[config.mk]
export PLATFORM = sky130hd
export DESIGN_NAME = regfile_32x32
export DESIGN_NICKNAME = d
export VERILOG_FILES = /design/src/rtl/regfile_32x32.sv
export SDC_FILE = /design/constraint.sdc
export NUM_CORES = 1
export LEC_CHECK = 0
export CORE_AREA = 2 2 296 298
export CTS_BUF_LIST = sky130_fd_sc_hd__clkbuf_16
export CTS_CLUSTER_SIZE = 14
export DETAILED_ROUTE_END_ITERATION = 8
export DIE_AREA = 0 0 298 300
export PLACE_DENSITY = 0.82
export SLEW_MARGIN = 20
export SYNTH_ARGS = -nofsm -noshare
export SYNTH_HDL_FRONTEND = slang
export SYNTH_HIERARCHICAL = 1
export SYNTH_SLANG_ARGS = --single-unit
[constraint.sdc]
create_clock -name CLK -period 4.7 [get_ports CLK]
set_clock_uncertainty 0.05 [all_clocks]
set_input_delay 0.94 -clock CLK [delete_from_list [all_inputs] [get_ports CLK]]
set_output_delay 0.94 -clock CLK [all_outputs]
set_load 0.005 [all_outputs]
[src/rtl/regfile_32x32.sv]
// regfile_32x32 -- 2-read / 1-write register file with a post-reset clear sweep.
//
// Register 0 reads as zero and has no storage. After reset the block walks
// registers 1..2^AW-1 one per cycle and zeroes them, holding BUSY high for the
// whole sweep. Writes that arrive during the sweep are discarded and flagged on
// WR_DROP one cycle later. Reads are combinational and include a write-through
// bypass so a same-cycle write to the addressed register is visible at once.
//
// Ports
//   CLK      in   1      clock, all state on rising edge
//   RST      in   1      synchronous active-high reset, highest priority
//   WE       in   1      write enable
//   WA       in   AW     write address
//   WD       in   WIDTH  write data
//   RA1/RA2  in   AW     read addresses
//   RD1/RD2  out  WIDTH  read data (combinational)
//   BUSY     out  1      clear sweep in progress
//   WR_DROP  out  1      one-cycle pulse: previous-cycle write was discarded

// One combinational read port. Instantiated once per read port by the top.
module regfile_rd_port #(
    parameter int WIDTH = 32,
    parameter int AW    = 5
) (
    input  logic                             busy,
    input  logic                             byp_en,
    input  logic [AW-1:0]                    wa,
    input  logic [WIDTH-1:0]                 wd,
    input  logic [(1<<AW)-1:1][WIDTH-1:0]    mem,
    input  logic [AW-1:0]                    ra,
    output logic [WIDTH-1:0]                 rd
);

    // ra != 0 guards the array select (entry 0 does not exist) and also makes
    // the bypass compare imply wa != 0.
    always_comb begin
        rd = '0;
        if (!busy && ra != '0) begin
            if (byp_en && wa == ra) rd = wd;
            else                    rd = mem[ra];
        end
    end

endmodule

module regfile_32x32 #(
    parameter int WIDTH = 32,
    parameter int AW    = 5
) (
    input  logic             CLK,
    input  logic             RST,
    input  logic             WE,
    input  logic [AW-1:0]    WA,
    input  logic [WIDTH-1:0] WD,
    input  logic [AW-1:0]    RA1,
    input  logic [AW-1:0]    RA2,
    output logic [WIDTH-1:0] RD1,
    output logic [WIDTH-1:0] RD2,
    output logic             BUSY,
    output logic             WR_DROP
);

    localparam int NREG   = 1 << AW;
    localparam int NUM_RD = 2;

    localparam logic [0:0] CLEAR = 1'b0;
    localparam logic [0:0] READY = 1'b1;

    localparam logic [AW-1:0] CNT_LAST = '1;
    localparam logic [AW-1:0] CNT_INIT = AW'(1);

    logic [0:0]                   state;
    logic [AW-1:0]                cnt;
    logic [NREG-1:1][WIDTH-1:0]   mem;

    logic                         mem_we;
    logic [AW-1:0]                mem_wa;
    logic [WIDTH-1:0]             mem_wd;

    // ------------------------------------------------------------------
    // Control: clear sweep FSM, drop flag
    // ------------------------------------------------------------------
    // cnt stops at CNT_LAST on the final sweep edge instead of wrapping; it is
    // only meaningful in CLEAR and is reloaded by reset.
    always_ff @(posedge CLK) begin
        if (RST) begin
            state   <= CLEAR;
            cnt     <= CNT_INIT;
            WR_DROP <= 1'b0;
        end else if (state == CLEAR) begin
            WR_DROP <= WE;
            if (cnt == CNT_LAST) state <= READY;
            else                 cnt   <= cnt + 1'b1;
        end else begin
            WR_DROP <= 1'b0;
        end
    end

    assign BUSY = (state == CLEAR);

    // ------------------------------------------------------------------
    // Storage write port: sweep clear in CLEAR, user write in READY
    // ------------------------------------------------------------------
    always_comb begin
        mem_we = 1'b0;
        mem_wa = cnt;
        mem_wd = '0;
        if (!RST) begin
            if (state == CLEAR) begin
                mem_we = (cnt != '0);
            end else if (WE && WA != '0) begin
                mem_we = 1'b1;
                mem_wa = WA;
                mem_wd = WD;
            end
        end
    end

    // Storage carries no reset; the sweep is what initialises it.
    always_ff @(posedge CLK) begin
        if (mem_we) mem[mem_wa] <= mem_wd;
    end

    // ------------------------------------------------------------------
    // Read ports
    // ------------------------------------------------------------------
    logic [NUM_RD-1:0][AW-1:0]    ra_pk;
    logic [NUM_RD-1:0][WIDTH-1:0] rd_pk;
    logic                         byp_en;

    assign ra_pk  = {RA2, RA1};
    assign byp_en = WE && (state == READY);

    for (genvar p = 0; p < NUM_RD; p++) begin : g_rd
        regfile_rd_port #(
            .WIDTH (WIDTH),
            .AW    (AW)
        ) u_rd (
            .busy   (BUSY),
            .byp_en (byp_en),
            .wa     (WA),
            .wd     (WD),
            .mem    (mem),
            .ra     (ra_pk[p]),
            .rd     (rd_pk[p])
        );
    end

    assign RD1 = rd_pk[0];
    assign RD2 = rd_pk[1];

endmodule

; Word-level counts from Yosys, hierarchy flattened
; Cells that the tools add are included.
[word_totals]
ff_bits = 999
latch_bits = 0
ramBits = 0
romBits = 0
input_bits = 50
output_inout_bits = 66
elab_cells = 79
mem_count = 0
[op_classes]
addsub = 1
multipliers = 0
div = 0
order_cmp = 4
n_eq_ne = 3
shift = 0
mux = 22
n_bitwise = 2
reduce_logical = 13
[ops]
columns = operator, n
row1 = bitwise mux 992 bit, 1
row2 = binary-select mux 32 bit (select 5 bit), 2
row3 = two-way mux 32 bit, 10
row4 = demux 32 bit (select 5 bit), 1
row5 = nonzero test 5 bit, 4
row6 = less-than comparator 5 x 6 -> 1 bit (second input constant), 3
row7 = two-way mux 5 bit, 3
row8 = equality test 5 bit, 2
row9 = logical AND 1 bit, 7
row10 = adder 5 x 1 -> 5 bit (second input constant), 1
row11 = equality test 5 bit (second input constant), 1
row12 = >= comparator 5 x 1 -> 1 bit (second input constant), 1
row13 = two-way mux 1 bit, 5
row14 = inverter 1 bit, 2
row15 = AND reduction 2 bit, 1
row16 = OR reduction 2 bit, 1

; Longest topological paths before layout
[depth]
ltp_word = 10
ltp_mapped = 9
ltp_nobuf = 7

; Hierarchy
; The synthesis kept the hierarchy.
[by_module_without_submodules]
columns = mod, instances, cells_each, area_per_inst_um2, seq_area_each_um2
row1 = regfile_32x32, 1, 1157, 30927.2, 29928.7
row2 = regfile_rd_port, 2, 889, 8998.6, 0.0

; Worst setup path after synthesis
; OpenSTA, ideal clock, no wires.
[synth_timing]
path_kind = input to register
from = input RST
to = register mem[928] (netlist name) (enable)
setup_ns = 0.468
arrival_time_ns = 4.294
required_ns = 4.182
setup_slack_ns = -0.112
path_stages = 7
path_buffers = 3
cell_sequence = buf_6 nand3b_4 a21o_1 buf_6 o22a_4 buf_6 nor3b_1
[synth_between]
elab_chain_cells = 1
[synth_lines]
columns = element, line
row1 = from (decl), 51  ; input logic RST,
row2 = two-way mux 1 bit, 108  ; if (!RST) begin
row3 = "to (signal, indexed assignment)", 121  ; if (mem_we) mem[mem_wa] <= mem_wd;
row4 = to (decl), 74  ; logic [NREG-1:1][WIDTH-1:0] mem;
; No other way between the ends.
; A chain may end at the register's enable or synchronous reset.

; Worst setup path in the final report
[layout_timing]
from = input WA[4]
to = output RD1[20]
[layout_between]
elab_chain_cells = 4
[layout_lines]
columns = element, line
row1 = from (decl), 53  ; input logic [AW-1:0] WA,
row2 = equality test 5 bit, 39  ; if (byp_en && wa == ra) rd = wd;
row3 = logical AND 1 bit, 39
row4 = two-way mux 32 bit, 39
row5 = two-way mux 32 bit, 38  ; if (!busy && ra != '0) begin
row6 = to (decl), 57  ; output logic [WIDTH-1:0] RD1,
; No other way between the ends.

==> summary.md <==
In the layout the commonest cells are sky130_fd_sc_hd__edfxtp_1, sky130_fd_sc_hd__mux2i_1, sky130_fd_sc_hd__mux4_2. The logs give 89400 um for the HPWL after detailed placement and 58 for the count of distinct cell types in the synthesized netlist. The clock latency at the later pin of the worst-skew pair was 660 ps. The congestion estimate from routability-driven global placement came to 0.910.

The flow ran to the end, and the final reports show no timing, DRC or antenna violations. The tree built by TritonCTS fans out to 999 sinks. The synthesized netlist occupies a cell area of 0.0489 mm2. The tools report the number of DRC violations after detailed routing as 0. For this run, the leading register cell type out of synthesis is sky130_fd_sc_hd__edfxtp_1.

STA classifies the critical path endpoint as an output pin. For the synthesized instance count, the log shows 2935. The library cell contributing the largest single delay on the critical path is sky130_fd_sc_hd__clkdlybuf4s50_1.

Measured along the x axis, the die boundary spans 298 um. Traced cell by cell, the critical path runs through clkdlybuf4s50_1, xor2_1, nor4_2, nand3_4, buf_4, o221ai_1, o221a_2, clkdlybuf4s50_1. The placed instance count was 4155; the number of H-tree branching levels was 3. The initial core utilization is 56.7%. The first-iteration detailed-routing DRC count was 5402; the number of post-CTS setup repair buffers was 0. Across the run, the number of max-cap violations was 0.

Input and output buffers added on the ports amount to 115. For this block, the routed nets add up to 153000 um of wire. The tools report the total number of yosys warnings as 6. Data on the critical path is required at its endpoint by 3710 ps. The highest ir drop seen on vdd was 0.000391 V. The most numerous cell on the critical path was sky130_fd_sc_hd__clkdlybuf4s50_1. After clock tree synthesis, the clock-pin slew on the worst setup and hold paths is 50 ps.

Counting flops and latches in the post-synthesis netlist gives 999. The tools report the initial antenna violation count as 3. The critical path is of the in2out type. The number of enable flip-flop cells after synthesis came out at 992.

Global routing used 33.8% of the available tracks across all layers. The run gives 116 as the count of pins on the block boundary. Root cell of the clock tree: sky130_fd_sc_hd__clkbuf_16. The run gives 0.0299 mm2 as the storage element area. On the worst path, the slowest cell contributes a delay of 710 ps. The share of the yosys chip area belonging to registers is 61.2%. STA classifies the critical path startpoint as a primary input. The share of post-route cells with drive strength above 1 came out at 24.1%. The run gives 0 as the total inserted antenna cells. The number of hold violations in the final report is 0.

Setup repair after global routing left no endpoint under its margin. The wire length of the first global-routing pass is 220000 um. The minimum clock period came out at 4650 ps. Setup violations remaining at the end of the flow were counted as 0. Dividing the detail-routed wire length by the instance count gives 35.4 um. The cell class contributing the biggest share of worst-path delay was buffers and inverters. The final global-route overflow total is 0, and the area occupied by multi-input gates is 0.0177 mm2. Dividing total power by cell area gives a power density of 340 mW/mm2. The tightest min-delay check is of the reg2reg type. TritonCTS built the clock tree.

In this run the mean area of a mapped cell was 16.7 um2. Fill cells in the final layout number 5769. The number of global-route vias before repair is 32900, and the slew at the pin closest to its max-slew limit is 1170 ps.

The worst hold-check slack came out at 585 ps. Before antenna repair, the detailed router went through 7 iterations. The number of buffers created by CTS was 100; the pin count of the biggest net entering global routing was 72. The tools report the final sum of negative setup slack as 0 ps.

The core region is 0.0862 mm2. Post-synthesis async set-or-reset flop share: 0%. The number of placement rows is 108.

The count of nets left with antenna violations once routing finished came out at 0. The final period utilization is 98.9%, and the net count of the mapped netlist is 2988. The final layout contains 3157 nets. The library cell used most frequently in the layout, excluding fill and tap cells, is sky130_fd_sc_hd__edfxtp_1.

The post-detailed-route via-to-cell ratio was 7.46; the final instance count without filler cells was 4335. The sum of buffers and inverters on the critical path is 3. The logs give 215 MHz for the timing-limited maximum frequency and 32400 for the total via count in the routed design. The logs give 0 for the final max-slew violation count and 64.6% for the final cell utilization of the core. In this run the static leakage power is 17.7 nW.

The peak fanout along the critical path was 30. The layout overhead on the synthesized area is 13.8%. The longest clock path from root to sink contains 3 buffers. Data on the critical path arrives at its endpoint at 3660 ps. The die covers 0.0894 mm2.

The y dimension of the die is 300 um, and the worst slew margin relative to its limit is 21.9%.
==> power by group <==
| part | total, mW | internal, mW | leakage [nW] | switching (mW) |
|---|---|---|---|---|
| registers | 9.78 | 9.74 | 7.69 | 0.0455 |
| clock network | 7.68 | 4.30 | 1.61 | 3.38 |
| logic | 1.49 | 0.601 | 8.44 | 0.891 |
| total | 18.9 | 14.6 | 17.7 | 4.32 |
==> cell usage after synthesis, types with 44 or more instances <==
library cell / number / area (um2)
sky130_fd_sc_hd__edfxtp_1: 992 / 29800
sky130_fd_sc_hd__mux2i_1: 512 / 5120
sky130_fd_sc_hd__mux4_2: 244 / 5500
sky130_fd_sc_hd__a22oi_1: 192 / 1440
sky130_fd_sc_hd__nor2_1: 82 / 308
sky130_fd_sc_hd__nand2_1: 81 / 304
sky130_fd_sc_hd__mux2_2: 76 / 856
sky130_fd_sc_hd__clkbuf_1: 74 / 278
sky130_fd_sc_hd__buf_2: 72 / 360
sky130_fd_sc_hd__o221ai_1: 64 / 561
sky130_fd_sc_hd__o22ai_1: 60 / 375
sky130_fd_sc_hd__a221oi_1: 58 / 508
sky130_fd_sc_hd__buf_6: 45 / 507
sky130_fd_sc_hd__buf_4: 44 / 330
==> final timing paths <==
check | from | endpoint | slack (ps) | depth (start not counted)
worst max-delay path | WA[4] | RD1[20] | 50 | 8
worst min-delay path | cnt[0] | cnt[0] | 580 | 2
worst max register to register | cnt[1] | mem[784] | 1380 | 7
worst min register to register | cnt[0] | cnt[0] | 580 | 2
==> sequential cells by signal, indices dropped and copies added (netlist names) <==
| register | count |
|---|---|
| cnt | 5 |
| mem | 992 |
| WR_DROP | 1 |
| state | 1 |
==> metal layers <==
layer	GRT usage, %	part of all wire (%)	routed length, um
met5	0	0.022	34
met4	17.7	6.2	9520
met3	8.66	14	21600
met2	51.2	45	69300
met1	45.5	34	52800
==> metrics by stage <==
stage / setup WS, ps / power, mW / instance area (um2)
global route: 6.03 / 19.4 / 55700
detailed placement: -8.76 / 11.4 / 52500
CTS: 8.07 / 18.9 / 55600
finish: 50.4 / 18.9 / 55700
floorplan: 36.7 / 10.9 / 48900
global placement: -13.0 / 11.4 / 52500
==> final cells by class <==
cell class | instances | share of cell area (%)
Timing Repair Buffer | 319 | 6.29
Sequential cell | 999 | 53.8
Clock buffer | 102 | 4.59
Clock inverter | 76 | 0.971
Inverter | 5 | 0.0337
Tap cell | 1155 | 2.60
Multi-Input combinational cell | 1679 | 31.7
==> worst register-to-register path: cells and delay by family, from the launching register on <==
kind | cells | cell delay, ps
and+or+nand+nor | 2 | 910
AOI/OAI and AO/OA | 2 | 680
buffers and inverters | 2 | 570
DFF | 1 | 560
adders and majority gates | 1 | 210
==> what timing repair did <==
action,CTS,global route
gates cloned,0,1
gates resized for setup,1,4
hold buffers,0,0
pin swaps,0,0
endpoints found under the setup margin,2,15
hold endpoints to repair,0,0
==> logic make-up (layout without fill, tap and decap cells) <==
kind of cell,after synthesis,in the layout,synth area share (%)
DFF,999,999,61.2
muxes,832,832,23.5
AOI/OAI and AO/OA,503,503,8.36
and+or+nand+nor,328,328,3.46
buffers and inverters,257,502,3.25
xor gates and xnor gates,13,13,0.233
adders and majority gates,3,3,0.0767
Note: power is estimated with default switching activity, not from simulation.
